### config.mk
export PLATFORM = sky130hd
export DESIGN_NAME = gray_wptr_gen
export DESIGN_NICKNAME = d
export VERILOG_FILES = /design/src/rtl/gray_wptr_gen_pkg.sv /design/src/rtl/gray_wptr_gen_sync_2ff.sv /design/src/rtl/gray_wptr_gen.sv
export SDC_FILE = /design/constraint.sdc
export NUM_CORES = 1
export LEC_CHECK = 0
export ABC_CLOCK_PERIOD_IN_PS = 3500
export CORE_ASPECT_RATIO = 1.2
export CORE_MARGIN = 8
export CORE_UTILIZATION = 47
export CTS_CLUSTER_DIAMETER = 50
export DETAILED_ROUTE_END_ITERATION = 6
export PLACE_DENSITY = 0.82
export SYNTH_ARGS = -nofsm -noshare
export SYNTH_HDL_FRONTEND = slang
export SYNTH_HIERARCHICAL = 1
export SYNTH_SLANG_ARGS = --single-unit
### constraint.sdc
create_clock -name clk -period 3.5 [get_ports clk]
set_input_delay 0.7 -clock clk [delete_from_list [all_inputs] [get_ports clk]]
set_output_delay 0.7 -clock clk [all_outputs]
set_load 0.01 [all_outputs]
### src/rtl/gray_wptr_gen_pkg.sv
// ============================================================================
// Module   : gray_wptr_gen_pkg
// Purpose  : Shared Gray/binary conversion helpers and default pointer width
//            for the dual-clock FIFO pointer path.
// Revision : 1.0 - initial release
// ============================================================================
`default_nettype none

package gray_wptr_gen_pkg;

  localparam int FIFO_PTR_DEFAULT = 8;
  localparam int GRAY_MAX_W       = 32;

  // Operands of any width up to GRAY_MAX_W are passed zero-extended; the
  // zero upper bits leave the result of both conversions unchanged.
  function automatic logic [GRAY_MAX_W-1:0] bin2gray(input logic [GRAY_MAX_W-1:0] b);
    return b ^ (b >> 1);
  endfunction

  function automatic logic [GRAY_MAX_W-1:0] gray2bin(input logic [GRAY_MAX_W-1:0] g);
    logic [GRAY_MAX_W-1:0] b;
    b[GRAY_MAX_W-1] = g[GRAY_MAX_W-1];
    for (int i = GRAY_MAX_W - 2; i >= 0; i--) begin
      b[i] = b[i+1] ^ g[i];
    end
    return b;
  endfunction

endpackage

`default_nettype wire

### src/rtl/gray_wptr_gen_sync_2ff.sv
// ============================================================================
// Module   : sync_2ff
// Purpose  : Two-flop synchronizer for a Gray-coded bus, reset to zero.
// Revision : 1.0 - initial release
// ============================================================================
`default_nettype none

module sync_2ff #(
  parameter int WIDTH = 2
) (
  input  logic             clk,
  input  logic             rst_n,
  input  logic [WIDTH-1:0] d,
  output logic [WIDTH-1:0] q
);

  logic [WIDTH-1:0] meta_q;
  logic [WIDTH-1:0] sync_q;

  always_ff @(posedge clk or negedge rst_n) begin
    if (!rst_n) begin
      meta_q <= '0;
      sync_q <= '0;
    end else begin
      meta_q <= d;
      sync_q <= meta_q;
    end
  end

  assign q = sync_q;

endmodule

`default_nettype wire

### src/rtl/gray_wptr_gen.sv
// ============================================================================
// Module   : gray_wptr_gen
// Purpose  : FIFO write-side pointer generator: binary/Gray write pointer,
//            full flag and fill level. GRAY_WPTR_SYNC_EN adds a 2-flop
//            synchronizer on rptr_gray.
// Revision : 1.0 - initial release
// ============================================================================
`default_nettype none

module gray_wptr_gen
  import gray_wptr_gen_pkg::*;
#(
  parameter int PTR = FIFO_PTR_DEFAULT
) (
  input  logic         clk,
  input  logic         rst_n,
  input  logic         wr_en,
  input  logic [PTR:0] rptr_gray,
  output logic [PTR-1:0] waddr,
  output logic [PTR:0] wptr_bin,
  output logic [PTR:0] wptr_gray,
  output logic         full,
  output logic [PTR:0] wlevel
);

  localparam int W = PTR + 1;

  logic [PTR:0] w_rptr_s;

`ifdef GRAY_WPTR_SYNC_EN
  sync_2ff #(
    .WIDTH (W)
  ) u_rptr_sync (
    .clk   (clk),
    .rst_n (rst_n),
    .d     (rptr_gray),
    .q     (w_rptr_s)
  );
`else
  assign w_rptr_s = rptr_gray;
`endif

  logic [PTR:0] wptr_bin_q,  wptr_bin_d;
  logic [PTR:0] wptr_gray_q, wptr_gray_d;
  logic         full_q,      full_d;
  logic [PTR:0] wlevel_q,    wlevel_d;

  logic                  w_inc;
  logic [GRAY_MAX_W-1:0] w_gray_ext;
  logic [GRAY_MAX_W-1:0] w_rbin_ext;
  logic [PTR:0]          w_rbin;
  logic                  w_unused_ext;

  assign w_inc      = wr_en & ~full_q;
  assign w_gray_ext = bin2gray(GRAY_MAX_W'(wptr_bin_d));
  assign w_rbin_ext = gray2bin(GRAY_MAX_W'(w_rptr_s));
  assign w_rbin     = w_rbin_ext[PTR:0];
  assign w_unused_ext = ^{w_gray_ext[GRAY_MAX_W-1:W], w_rbin_ext[GRAY_MAX_W-1:W]};

  always_comb begin
    wptr_bin_d  = wptr_bin_q + {{PTR{1'b0}}, w_inc};
    wptr_gray_d = w_gray_ext[PTR:0];
    // Write pointer is one full lap ahead of the read pointer: in Gray that is
    // the top two bits inverted and the rest equal.
    full_d      = (wptr_gray_d == {~w_rptr_s[PTR], ~w_rptr_s[PTR-1], w_rptr_s[PTR-2:0]});
    wlevel_d    = wptr_bin_d - w_rbin;
  end

  always_ff @(posedge clk or negedge rst_n) begin
    if (!rst_n) begin
      wptr_bin_q  <= '0;
      wptr_gray_q <= '0;
      full_q      <= 1'b0;
      wlevel_q    <= '0;
    end else begin
      wptr_bin_q  <= wptr_bin_d;
      wptr_gray_q <= wptr_gray_d;
      full_q      <= full_d;
      wlevel_q    <= wlevel_d;
    end
  end

  assign waddr     = wptr_bin_q[PTR-1:0];
  assign wptr_bin  = wptr_bin_q;
  assign wptr_gray = wptr_gray_q;
  assign full      = full_q;
  assign wlevel    = wlevel_q;

endmodule

`default_nettype wire

==> impl_metrics.csv <==
group,metric,value,unit
synth,synth_edf_count,0,
detailed_routing,dr_total_vias,1244,
placement,dp_hpwl,3082,µm
final_layout,fill_cells,241,
setup_path,reg2reg_depth,11,
worst_hold_path,hold_path.class,"reg2reg",
detailed_routing,vias_per_cell,4.956,
pwr,p_leak,1.115,nW
final_layout,final_area,2372,µm²
final_layout,utilization,70.46,%
final_layout,nets,238,
sta,finClkSkew,7.707,ps
setup_path,crit_path_end_kind,"register",
clock_network,root_buffer,"clkbuf_8",
worst_hold_path,hold_depth,1,
clock_network,cts_hold_buf,0,
floorplan,core.rowCount,23,
clock_network,cts.sinks,27,
final_layout,final_cell_mix,"42 x clkdlybuf4s50_1, 27 x dfrtp_1, 27 x buf_4, 20 x xor2_1, 13 x xnor2_1",
detailed_routing,antenna_left,0,
sta,worst_pin_slew,354.4,ps
final_layout,drive_above_1_share,21.50,%
grt,globalRouteOverflowTotal,0,
floorplan,coreArea,3367,µm²
synth,synthTopCellsByArea,"dfrtp_1 41%, xor2_1 11%, xnor2_1 7.9%",
flow_run,cap_violations,0,
clock_network,cts_tree,"built",
detailed_routing,routed_wl,3982,µm
setup_path,arrival,3540,ps
synth,async_flop_share,100.0,%
floorplan,start_util,49.35,%
sta,whs,632.5,ps
sta,hold_viol,0,
clock_network,h-tree-depth,1,
grt,grt_pass1_wl,6382,µm
final_layout,syn2layout_area_growth,42.77,%
pwr,power.density,912.6,nW/µm²
grt,grt_max_degree,28,
synth,syn_nets,170,
detailed_routing,drt-initial-drc-count,32,
setup_path,critPathKind,"in2reg",
outcome,outcome,"complete, no violations",
synth,syn_inst,147,
synth,synth_area_per_cell,11.30,µm²
final_layout,antenna_cells,0,
setup_path,regToRegSetupSlack,880,ps
setup_path,critPathMaxFanout,2,
synth,syn-cell-area,1662,µm²
sta,max_freq,0.2960,GHz
grt,antenna_found_initial,0,
grt,grt_pass1_vias,1322,
placement,portBuffers,47,
floorplan,die_y,81.13,µm
sta,slew_headroom,76.15,%
setup_path,required,3660,ps
synth,synthFlopType,"dfrtp_1",
synth,synth-seq-cells,27,
synth,yosysTopAreaCell,"dfrtp_1",
clock_network,cts_buffer_depth,2,
floorplan,io_pins,48,
clock_network,clk_pin_slew,90,ps
detailed_routing,drcViolationCount,0,
sta,setup_viol,0,
final_layout,layout.cells.non_filler,251,
grt,grt_use_total,13.82,%
placement,placed_cell_area,2243,µm²
clock_network,clock_latency,270,ps
placement,dpl.cell_count,239,
sta,slew_violations,0,
sta,layout_min_cycle_time,3379,ps
sta,fin_crit_sh,96.53,%
detailed_routing,wl_per_cell,15.86,µm
placement,gp_congestion,0.8656,
detailed_routing,dr.pass1.iters,4,
floorplan,die_w,70.28,µm
sta,setup_tns,0,ps
synth,synth_cell_type_count,36,
synth,ys_seq_area_share,40.66,%
final_layout,final_common_cell,"clkdlybuf4s50_1",
pwr,peakVddDrop,0.7122,mV
clock_network,cts_made_buffers,3,
synth,yosys_warnings,6,
setup_path,cp-start-kind,"input port",
synth,synth.top_cell.area_share,40.66,%
floorplan,dieArea,5701,µm²
## logic make-up (layout without fill, tap and decap cells)
group           after synthesis  count (layout)  share of synthesized area [%]
flops                        27              27                          40.66
compound gates               20              20                          7.681
buf+inv                      20              87                          6.701
simple gates                 26              26                          8.660
fa+ha+maj                    11              11                          8.735
xor+xnor                     43              43                          27.56
## layer usage
| metal | up-vias | share of wire, % | GRT usage (%) |
|---|---|---|---|
| met3 | 7 | 4.4 | 2.314 |
| met4 | 0 | 1.9 | 4.628 |
| met1 | 594 | 38 | 14.61 |
| li1 | 611 | - | - |
| met5 | - | 0 | 0 |
| met2 | 32 | 56 | 27.02 |
## what timing repair did
item	4_1_cts	5_1_grt
pin swaps	8	11
cloned	0	0
buffers inserted	3	5
resized for setup	11	7
setup endpoints to repair	4	2
## through the flow
stage,total power [W],worst slack [ps]
final,0.002165,121.4
after detailed placement,0.001928,-621.2
after CTS,0.002148,33.07
after global routing,0.002315,-87.21
after floorplan,0.001318,51.48
after global placement,0.001871,-477.9
## critical path: stages
cell	delay [ps]
clkdlybuf4s50_1	520
xnor2_2	140
xor2_2	230
xnor2_2	170
xor2_2	250
xnor2_2	140
ha_2	200
inv_1	60
fa_2	340
a21o_1	170
a21oi_2	140
o21bai_1	100
a21oi_2	160
a21oi_1	90
xnor2_1	120
## registers in the layout, indices dropped and copies added (netlist names)
signal and count:
wlevel 9, wptr_bin 9, wptr_gray 8, full 1
## final timing paths
path	endpoint	from
max in group asynchronous	wptr_bin[0]$_DFF_PN0_	rst_n
max reg2reg	full$_DFF_PN0_	full$_DFF_PN0_
min in group asynchronous	wlevel[5]$_DFF_PN0_	rst_n
min	wptr_gray[7]$_DFF_PN0_	wptr_bin[8]$_DFF_PN0_
min reg2reg	wptr_gray[7]$_DFF_PN0_	wptr_bin[8]$_DFF_PN0_
max	wlevel[8]$_DFF_PN0_	rptr_gray[3]
## layout make-up
type	instances	area, µm²	share of cell area [%]
timing repair buffer	74	661.9	27.90
inverter	9	33.78	1.424
tap	37	46.29	1.951
sequential	27	675.6	28.48
clock buffer	4	45.04	1.899
multi-input combinational	100	909.6	38.34
## cell usage after synthesis, drive strengths merged, types with 2 or more instances
cell type / number
a21boi: 2
a21o: 2
a21oi: 8
and3: 3
buf: 11
dfrtp: 27
ha: 10
inv: 9
nand2: 4
nand3: 2
nor2: 4
nor2b: 4
nor3: 2
o21ai: 2
xnor2: 18
xor2: 24
## power by group
group | leakage (nW) | switching, W | internal (W)
Sequential | 0.332 | 0.0000920 | 0.000454
Combinational | 0.760 | 0.000654 | 0.000790
Clock | 0.0228 | 0.0000945 | 0.0000814
Total | 1.12 | 0.000840 | 0.00132
Note: power is estimated with default switching activity, not from simulation.
